### src/rtl/fetch_pkg.sv
// Shared types and constants for the instruction-fetch stage.
package fetch_pkg;

   localparam logic [15:0] RESET_PC_DEFAULT = 16'h0000;
   localparam logic [3:0]  HALT_OPC_DEFAULT = 4'hF;

   typedef enum logic [1:0] {
      FETCH  = 2'd0,
      HOLD   = 2'd1,
      DRAIN  = 2'd2,
      HALTED = 2'd3
   } fetch_state_e;

   typedef struct packed {
      logic [15:0] instr;
      logic [15:0] pc;
      logic [15:0] pc_plus2;
      logic        valid;
   } ifid_t;

   // 16-bit ripple-carry adder; carry out of bit 15 is dropped so sums wrap.
   function automatic logic [15:0] rca16(input logic [15:0] a, input logic [15:0] b);
      logic [15:0] s;
      logic        c;
      s = '0;
      c = 1'b0;
      for (int unsigned i = 0; i < 16; i++) begin
         s[i] = a[i] ^ b[i] ^ c;
         c    = (a[i] & b[i]) | (c & (a[i] ^ b[i]));
      end
      return s;
   endfunction

endpackage

### src/rtl/fetch_stage_if.sv
// Instruction-memory request/response bus between the fetch stage and memory.
interface fetch_stage_if;

   logic        imem_req;
   logic [15:0] imem_addr;
   logic        imem_ready;
   logic [15:0] imem_rdata;

   modport master (
      output imem_req,
      output imem_addr,
      input  imem_ready,
      input  imem_rdata
   );

   modport slave (
      input  imem_req,
      input  imem_addr,
      output imem_ready,
      output imem_rdata
   );

endinterface

### src/rtl/fetch_hold_buf.sv
// Single-entry skid register holding one fetched word and its address.
module fetch_hold_buf
   import fetch_pkg::*;
(
   input  logic        clk,
   input  logic        rst_n,
   input  logic        i_load,
   input  logic        i_drain,
   input  logic        i_clear,
   input  logic [15:0] i_instr,
   input  logic [15:0] i_pc,
   output logic        o_valid,
   output logic [15:0] o_instr,
   output logic [15:0] o_pc
);

   logic        r_valid;
   logic [15:0] r_instr;
   logic [15:0] r_pc;

   // Clear wins over load, load wins over drain.
   always_ff @(posedge clk or negedge rst_n) begin
      if (!rst_n) begin
         r_valid <= 1'b0;
         r_instr <= '0;
         r_pc    <= '0;
      end else if (i_clear) begin
         r_valid <= 1'b0;
      end else if (i_load) begin
         r_valid <= 1'b1;
         r_instr <= i_instr;
         r_pc    <= i_pc;
      end else if (i_drain) begin
         r_valid <= 1'b0;
      end
   end

   assign o_valid = r_valid;
   assign o_instr = r_instr;
   assign o_pc    = r_pc;

endmodule

### src/rtl/fetch_stage.sv
// Instruction-fetch stage: owns the PC, fetches over req/ready, fills IF/ID.
// Optional FETCH_PERF_CNT_EN adds saturating fetched/bubble counters.
module fetch_stage
   import fetch_pkg::*;
#(
   parameter logic [15:0] RESET_PC = RESET_PC_DEFAULT,
   parameter logic [3:0]  HALT_OPC = HALT_OPC_DEFAULT
)(
   input  logic          clk,
   input  logic          rst_n,
   input  logic [15:0]   pc_new,
   input  logic          pc_redirect,
   input  logic          stall_id,
   fetch_stage_if.master imem,
   output logic [15:0]   pc_current,
   output logic          ifid_valid,
   output logic [15:0]   ifid_instr,
   output logic [15:0]   ifid_pc,
   output logic [15:0]   ifid_pc_plus2,
   output logic          halted
`ifdef FETCH_PERF_CNT_EN
   ,
   output logic [15:0]   perf_fetched,
   output logic [15:0]   perf_bubbles
`endif
);

   fetch_state_e r_state, w_state_nxt;
   logic [15:0]  r_pc, w_pc_nxt;
   ifid_t        r_ifid, w_ifid_nxt;
   logic         r_halted, w_halted_nxt;
   logic [15:0]  r_drain_addr, w_drain_addr_nxt;

   logic         w_hb_load, w_hb_drain, w_hb_clear;
   logic         w_hb_valid;
   logic [15:0]  w_hb_instr, w_hb_pc;
   logic [15:0]  w_pc_plus2, w_hb_pc_plus2;
   logic         w_can_accept;
   logic         w_ifid_load;

   assign w_pc_plus2    = rca16(r_pc, 16'd2);
   assign w_hb_pc_plus2 = rca16(w_hb_pc, 16'd2);
   assign w_can_accept  = !r_ifid.valid || !stall_id;

   fetch_hold_buf u_hold (
      .clk     (clk),
      .rst_n   (rst_n),
      .i_load  (w_hb_load),
      .i_drain (w_hb_drain),
      .i_clear (w_hb_clear),
      .i_instr (imem.imem_rdata),
      .i_pc    (r_pc),
      .o_valid (w_hb_valid),
      .o_instr (w_hb_instr),
      .o_pc    (w_hb_pc)
   );

   // State, PC and IF/ID registers.
   always_ff @(posedge clk or negedge rst_n) begin
      if (!rst_n) begin
         r_state      <= FETCH;
         r_pc         <= RESET_PC;
         r_ifid       <= '0;
         r_halted     <= 1'b0;
         r_drain_addr <= '0;
      end else begin
         r_state      <= w_state_nxt;
         r_pc         <= w_pc_nxt;
         r_ifid       <= w_ifid_nxt;
         r_halted     <= w_halted_nxt;
         r_drain_addr <= w_drain_addr_nxt;
      end
   end

   // Next-state, PC update and IF/ID load; redirect overrides everything.
   always_comb begin
      w_state_nxt      = r_state;
      w_pc_nxt         = r_pc;
      w_ifid_nxt       = r_ifid;
      w_halted_nxt     = r_halted;
      w_drain_addr_nxt = r_drain_addr;
      w_hb_load        = 1'b0;
      w_hb_drain       = 1'b0;
      w_hb_clear       = 1'b0;
      w_ifid_load      = 1'b0;

      // ID consuming the current entry empties IF/ID unless a load below refills it.
      if (r_ifid.valid && !stall_id) begin
         w_ifid_nxt.valid = 1'b0;
      end

      if (pc_redirect) begin
         w_ifid_nxt.valid = 1'b0;
         w_hb_clear       = 1'b0 | 1'b1;
         w_halted_nxt     = 1'b0;
         w_pc_nxt         = pc_new & 16'hFFFE;
         unique case (r_state)
            FETCH: begin
               if (!imem.imem_ready) begin
                  w_state_nxt      = DRAIN;
                  w_drain_addr_nxt = r_pc;
               end else begin
                  w_state_nxt = FETCH;
               end
            end
            // Still waiting on the old request: keep draining, address unchanged.
            DRAIN:   w_state_nxt = imem.imem_ready ? FETCH : DRAIN;
            default: w_state_nxt = FETCH;
         endcase
      end else begin
         unique case (r_state)
            FETCH: begin
               if (imem.imem_ready) begin
                  w_pc_nxt = w_pc_plus2;
                  if (w_can_accept) begin
                     w_ifid_nxt.instr    = imem.imem_rdata;
                     w_ifid_nxt.pc       = r_pc;
                     w_ifid_nxt.pc_plus2 = w_pc_plus2;
                     w_ifid_nxt.valid    = 1'b1;
                     w_ifid_load         = 1'b1;
                     if (imem.imem_rdata[15:12] == HALT_OPC) begin
                        w_state_nxt  = HALTED;
                        w_halted_nxt = 1'b1;
                     end
                  end else begin
                     w_hb_load   = 1'b1;
                     w_state_nxt = HOLD;
                  end
               end
            end
            HOLD: begin
               if (w_hb_valid && w_can_accept) begin
                  w_ifid_nxt.instr    = w_hb_instr;
                  w_ifid_nxt.pc       = w_hb_pc;
                  w_ifid_nxt.pc_plus2 = w_hb_pc_plus2;
                  w_ifid_nxt.valid    = 1'b1;
                  w_ifid_load         = 1'b1;
                  w_hb_drain          = 1'b1;
                  if (w_hb_instr[15:12] == HALT_OPC) begin
                     w_state_nxt  = HALTED;
                     w_halted_nxt = 1'b1;
                  end else begin
                     w_state_nxt = FETCH;
                  end
               end
            end
            DRAIN: begin
               if (imem.imem_ready) begin
                  w_state_nxt = FETCH;
               end
            end
            HALTED: begin
               w_state_nxt = HALTED;
            end
         endcase
      end
   end

   // Memory request: held off during reset; DRAIN keeps presenting the old address.
   always_comb begin
      imem.imem_req  = rst_n && ((r_state == FETCH) || (r_state == DRAIN));
      imem.imem_addr = (r_state == DRAIN) ? r_drain_addr : r_pc;
   end

   assign pc_current    = r_pc;
   assign ifid_valid    = r_ifid.valid;
   assign ifid_instr    = r_ifid.instr;
   assign ifid_pc       = r_ifid.pc;
   assign ifid_pc_plus2 = r_ifid.pc_plus2;
   assign halted        = r_halted;

`ifdef FETCH_PERF_CNT_EN
   logic [15:0] r_perf_fetched;
   logic [15:0] r_perf_bubbles;

   // Saturating counts of IF/ID loads and empty, non-halted cycles.
   always_ff @(posedge clk or negedge rst_n) begin
      if (!rst_n) begin
         r_perf_fetched <= '0;
         r_perf_bubbles <= '0;
      end else begin
         if (w_ifid_load && (r_perf_fetched != '1)) begin
            r_perf_fetched <= r_perf_fetched + 16'd1;
         end
         if (!r_ifid.valid && !r_halted && (r_perf_bubbles != '1)) begin
            r_perf_bubbles <= r_perf_bubbles + 16'd1;
         end
      end
   end

   assign perf_fetched = r_perf_fetched;
   assign perf_bubbles = r_perf_bubbles;
`endif

endmodule

### src/flat_wrapper.sv
// flat-port wrapper written by rule: the top's interface ports become plain ports
module fetch_stage_flat import fetch_pkg::*;
#(
   parameter logic [15:0] RESET_PC = RESET_PC_DEFAULT,
   parameter logic [3:0]  HALT_OPC = HALT_OPC_DEFAULT
)
  (clk, rst_n, pc_new, pc_redirect, stall_id, pc_current, ifid_valid, ifid_instr, ifid_pc, ifid_pc_plus2, halted, imem_imem_req, imem_imem_addr, imem_imem_ready, imem_imem_rdata);
  fetch_stage_if imem_i ();
  input  logic clk;
  input  logic rst_n;
  input  logic [15:0] pc_new;
  input  logic pc_redirect;
  input  logic stall_id;
  output logic [15:0] pc_current;
  output logic ifid_valid;
  output logic [15:0] ifid_instr;
  output logic [15:0] ifid_pc;
  output logic [15:0] ifid_pc_plus2;
  output logic halted;
  output wire logic [$bits(imem_i.imem_req)-1:0] imem_imem_req;
  output wire logic [$bits(imem_i.imem_addr)-1:0] imem_imem_addr;
  input wire logic [$bits(imem_i.imem_ready)-1:0] imem_imem_ready;
  input wire logic [$bits(imem_i.imem_rdata)-1:0] imem_imem_rdata;
  assign imem_imem_req = imem_i.imem_req;
  assign imem_imem_addr = imem_i.imem_addr;
  assign imem_i.imem_ready = imem_imem_ready;
  assign imem_i.imem_rdata = imem_imem_rdata;
  fetch_stage #(.RESET_PC(RESET_PC), .HALT_OPC(HALT_OPC)) u_core (.clk(clk), .rst_n(rst_n), .pc_new(pc_new), .pc_redirect(pc_redirect), .stall_id(stall_id), .imem(imem_i), .pc_current(pc_current), .ifid_valid(ifid_valid), .ifid_instr(ifid_instr), .ifid_pc(ifid_pc), .ifid_pc_plus2(ifid_pc_plus2), .halted(halted));
endmodule
### config.mk
export PLATFORM = sky130hd
export DESIGN_NAME = fetch_stage_flat
export DESIGN_NICKNAME = d
export VERILOG_FILES = /design/src/rtl/fetch_pkg.sv /design/src/rtl/fetch_stage_if.sv /design/src/rtl/fetch_hold_buf.sv /design/src/rtl/fetch_stage.sv /design/src/flat_wrapper.sv
export SDC_FILE = /design/constraint.sdc
export NUM_CORES = 1
export LEC_CHECK = 0
export BUFFER_PORTS_ARGS = -buffer_cell sky130_fd_sc_hd__buf_2
export CAP_MARGIN = 20
export CELL_PAD_IN_SITES_DETAIL_PLACEMENT = 1
export CELL_PAD_IN_SITES_GLOBAL_PLACEMENT = 1
export CORE_MARGIN = 10
export CORE_UTILIZATION = 39
export CTS_CLUSTER_DIAMETER = 150
export DETAILED_ROUTE_END_ITERATION = 12
export HOLD_SLACK_MARGIN = 0.12
export PLACE_DENSITY = 0.77
export SLEW_MARGIN = 20
export SYNTH_ARGS = -nofsm -noshare
export SYNTH_HDL_FRONTEND = slang
export SYNTH_SLANG_ARGS = --single-unit
export TNS_END_PERCENT = 10
### constraint.sdc
create_clock -name clk -period 3 [get_ports clk]
set_clock_uncertainty 0.15 [all_clocks]
set_input_delay 0.15 -clock clk [delete_from_list [all_inputs] [get_ports clk]]
set_output_delay 0.15 -clock clk [all_outputs]
set_load 0.02 [all_outputs]
==> flow_metrics.env <==
export IMPL_status="finished with violations"
export IMPL_violations="negative setup slack"
export IMPL_drtIter0Drc=294
export IMPL_finalSetupViolCount=5
export IMPL_finalCriticalPeriod_ns=3.235
export IMPL_drc=0
export IMPL_hold_ws_ns=0.1310
export IMPL_grtUsageTotal=0.2072
export IMPL_slew_headroom=0.3350
export IMPL_total_power_mw=5.652
export IMPL_wl_mm=20.64
export IMPL_grt_pass1_wl_mm=33.01
export IMPL_drv_slew=0
export IMPL_grt_pass1_vias=5648
export IMPL_met3WireLength_mm=1.389
export IMPL_cts_buffers=17
export IMPL_port_buffers=116
export IMPL_rsz0062_at_grt="yes"
export IMPL_setup_slack_ns=-0.2350
export IMPL_path_buf_inv=0
export IMPL_initial_core_util=0.3948
export IMPL_fin_nets=731
export IMPL_synth_distinct_cells=36
export IMPL_highest_layer="met4"
export IMPL_antenna_found_initial=0
export IMPL_ys_seq_area_frac=0.4747
export IMPL_fill_cells=1574
export IMPL_powerDensity_nw_per_um2=700.2
export IMPL_clock_sinks=113
export IMPL_ys_seq_elements=113
export IMPL_drv_cap=0
export IMPL_synth_edf_count=0
export IMPL_finalCoreUtilization=0.5350
export IMPL_cts_clk_slew_worst_paths_ns=0.05
export IMPL_clk_latency_ns=0.43
export IMPL_clk_root_buffer_cell="clkbuf_16"
export IMPL_muxShareOfSynthArea=0.1573
export IMPL_core_region_area_um2=15090
export IMPL_avgSynthCellArea_um2=11.48
export IMPL_start_kind="flip-flop"
export IMPL_dr_pass1_iters=5
export IMPL_hpwl_mm=12.21
export IMPL_postSynth_asyncResetShare=1.000
export IMPL_clock_path_buffers=2
export IMPL_p_int_mw=3.803
export IMPL_synth_compound_area_frac=0.1138
export IMPL_power_frac_seq=0.381
export IMPL_synth_top_flop_cell="dfrtp_1"
export IMPL_path_delay_family="adder cells"
export IMPL_syn_cell_area_um2=5957
export IMPL_synthAdderAreaFrac=0.05461
export IMPL_wl_met2_mm=10.23
export IMPL_die_h_um=143.6
export IMPL_power_frac_clock=0.350
export IMPL_ant_nets=0
export IMPL_hold_violations=0
export IMPL_overflow=0
export IMPL_worstHoldPathType="input pin to flip-flop"
export IMPL_synth_xor_area_frac=0.005881
export IMPL_synthCells=519
export IMPL_boundaryPins=120
export IMPL_place_congestion=0.7944
export IMPL_switching_share=0.3272
export IMPL_drive_above_1_share=0.3979
export IMPL_n_antenna_cell=0
export IMPL_worstPathRequired_ns=3.19
export IMPL_cts_tree="built"
export IMPL_placed_area_um2=6874
export IMPL_die_width_um=143.6
export IMPL_combPwrFrac=0.269
export IMPL_cp_common_cell="ha_4"
export IMPL_via_per_inst=5.862
export IMPL_crit_path_top_delay_cell="dfrtp_1"
export IMPL_yosys_warnings=0
export IMPL_areaGrowthSynthToFinish_pct=35.52
export IMPL_grt_max_degree=114
export IMPL_p_switching_mw=1.849
export IMPL_p_leak_nw=3.429
export IMPL_tns_ns=-0.6482
export IMPL_crit_path_end_kind="flip-flop"
export IMPL_max_freq_mhz=309.1
export IMPL_worstPathCellList="ha_2 -> ha_4 -> ha_4 -> ha_4 -> ha_4 -> ha_4 -> ha_4 -> ha_4 -> ha_4 -> ha_4 -> ha_4 -> ha_4 -> ha_4 -> xor2_1 -> nand4b_1 -> a31oi_1"
export IMPL_crit_type="flip-flop to flip-flop"
export IMPL_synth_top_family_by_area="multiplexers"
export IMPL_met1Wirelength_mm=8.531
export IMPL_synthSimpleGateAreaFrac=0.1363
export IMPL_worstPathMaxFanout=2
export IMPL_fp_dieArea_um2=20620
export IMPL_post_route_period_util=1.078
export IMPL_cp_arrival_ns=3.43
export IMPL_vdd_drop_max_uv=401.6
export IMPL_via_count=5094
export IMPL_worst_pin_slew_ns=0.9975
export IMPL_finalInstanceArea_um2=8073
export IMPL_h_tree_depth=4
export IMPL_wl_per_cell_um=23.75
export IMPL_rows=45
export IMPL_cpPeakStageDelay_ns=0.39
power groups by stage:
| stage | Clock, mW | Combinational [mW] | Sequential (mW) |
|---|---|---|---|
| global placement | 0 | 1.38 | 2.11 |
| CTS | 2.00 | 1.51 | 2.14 |
| detailed placement | 0 | 1.42 | 2.14 |
| floorplan | 0 | 0.698 | 2.29 |
| finish | 1.98 | 1.52 | 2.15 |
| global route | 2.08 | 1.65 | 2.19 |
worst paths after layout:
check	cells after the start	slack [ns]	endpoint	from
worst min register to register	1	0.36	u_core.r_drain_addr[13]$_DFFE_PN0P_	u_core.r_drain_addr[13]$_DFFE_PN0P_
worst max register to register	16	-0.23	u_core.ifid_pc_plus2[15]$_DFFE_PN0P_	u_core.u_hold.o_pc[2]$_DFFE_PN0P_
max in group asynchronous	3	1.97	u_core.pc_current[2]$_DFFE_PN0P_	rst_n
worst max-delay path	16	-0.23	u_core.ifid_pc_plus2[15]$_DFFE_PN0P_	u_core.u_hold.o_pc[2]$_DFFE_PN0P_
min in group asynchronous	3	0.21	u_core.ifid_pc[3]$_DFFE_PN0P_	rst_n
worst min-delay path	3	0.13	u_core.r_state[1]$_DFFE_PN0P_	imem_imem_ready
kinds of logic after synthesis:
group,count (synthesis)
and+or+nand+nor,122
muxes,75
other,1
DFF,113
adders and majority gates,26
xor gates and xnor gates,4
AOI/OAI and AO/OA,119
buffers and inverters,59
cells in the final DEF, fill, tap and decap left out, types with 3 or more instances in the layout:
| master | n |
|---|---|
| clkbuf_16 | 17 |
| dlygate4sd3_1 | 47 |
| ha_4 | 25 |
| mux2_4 | 29 |
| nand2_1 | 16 |
| a31oi_1 | 46 |
| clkbuf_8 | 10 |
| buf_2 | 115 |
| o21ai_0 | 14 |
| mux2i_1 | 13 |
| dfrtp_1 | 109 |
| buf_4 | 22 |
| mux2_2 | 33 |
| a21oi_1 | 49 |
| nand3_1 | 44 |
| clkinv_2 | 3 |
| nand4b_1 | 45 |
| dfrtp_2 | 4 |
| nor2b_1 | 3 |
layout make-up:
cell class                 instances  area, um^2  area share
tap                              188       235.2     0.02914
inverter                           2       7.507   0.0009299
multi-input combinational        348        3161      0.3915
clock buffer                      29       570.5     0.07068
timing repair buffer             186        1251      0.1550
clock inverter                     3       15.01    0.001860
sequential                       113        2833      0.3509
flip-flops by register name (all words and copies together), names as in the netlist, 2 cells and up:
| signal | flops |
|---|---|
| u_core.r_state | 2 |
| u_core.u_hold.o_pc | 15 |
| u_core.ifid_instr | 16 |
| u_core.ifid_pc_plus2 | 16 |
| u_core.pc_current | 15 |
| u_core.ifid_pc | 15 |
| u_core.r_drain_addr | 15 |
| u_core.u_hold.o_instr | 16 |
per-layer routing:
layer	track usage	vias up
li1	-	2260
met1	0.2478	2600
met2	0.3448	201
met3	0.06007	33
met4	0.07899	0
met5	0	-
cell usage after synthesis, types with 7 or more instances:
cell type,number,share of area
a21oi_1,49,0.041
a31oi_1,46,0.048
buf_2,21,0.018
buf_4,7,0.0088
clkbuf_1,24,0.015
dfrtp_1,113,0.47
ha_1,26,0.055
mux2_2,33,0.062
mux2_4,29,0.073
mux2i_1,13,0.022
nand2_1,17,0.011
nand3_1,44,0.037
nand4b_1,45,0.066
o21ai_0,16,0.013
stage by stage:
step	std cells	setup slack, ns
4_1_cts	868	-0.1727
2_1_floorplan	520	-0.09665
6_report	869	-0.2350
3_3_place_gp	788	-0.2148
3_5_place_dp	788	-0.3626
5_1_grt	869	-0.3462
worst register-to-register path, cell delays in order, from the launching register on:
cell      delay [ns]
dfrtp_1         0.39
ha_2            0.22
ha_4            0.17
ha_4            0.16
ha_4            0.16
ha_4            0.17
ha_4            0.17
ha_4            0.16
ha_4            0.16
ha_4            0.15
ha_4            0.17
ha_4            0.16
ha_4            0.16
ha_4            0.15
xor2_1          0.14
nand4b_1        0.12
a31oi_1         0.21
what timing repair did:
action	in CTS	in global routing
hold endpoints to repair	161	0
hold buffers	47	0
gates resized for setup	16	0
setup endpoints to repair	6	5
pin swaps	5	2
setup buffers	1	1
Note: power is estimated with default switching activity, not from simulation.
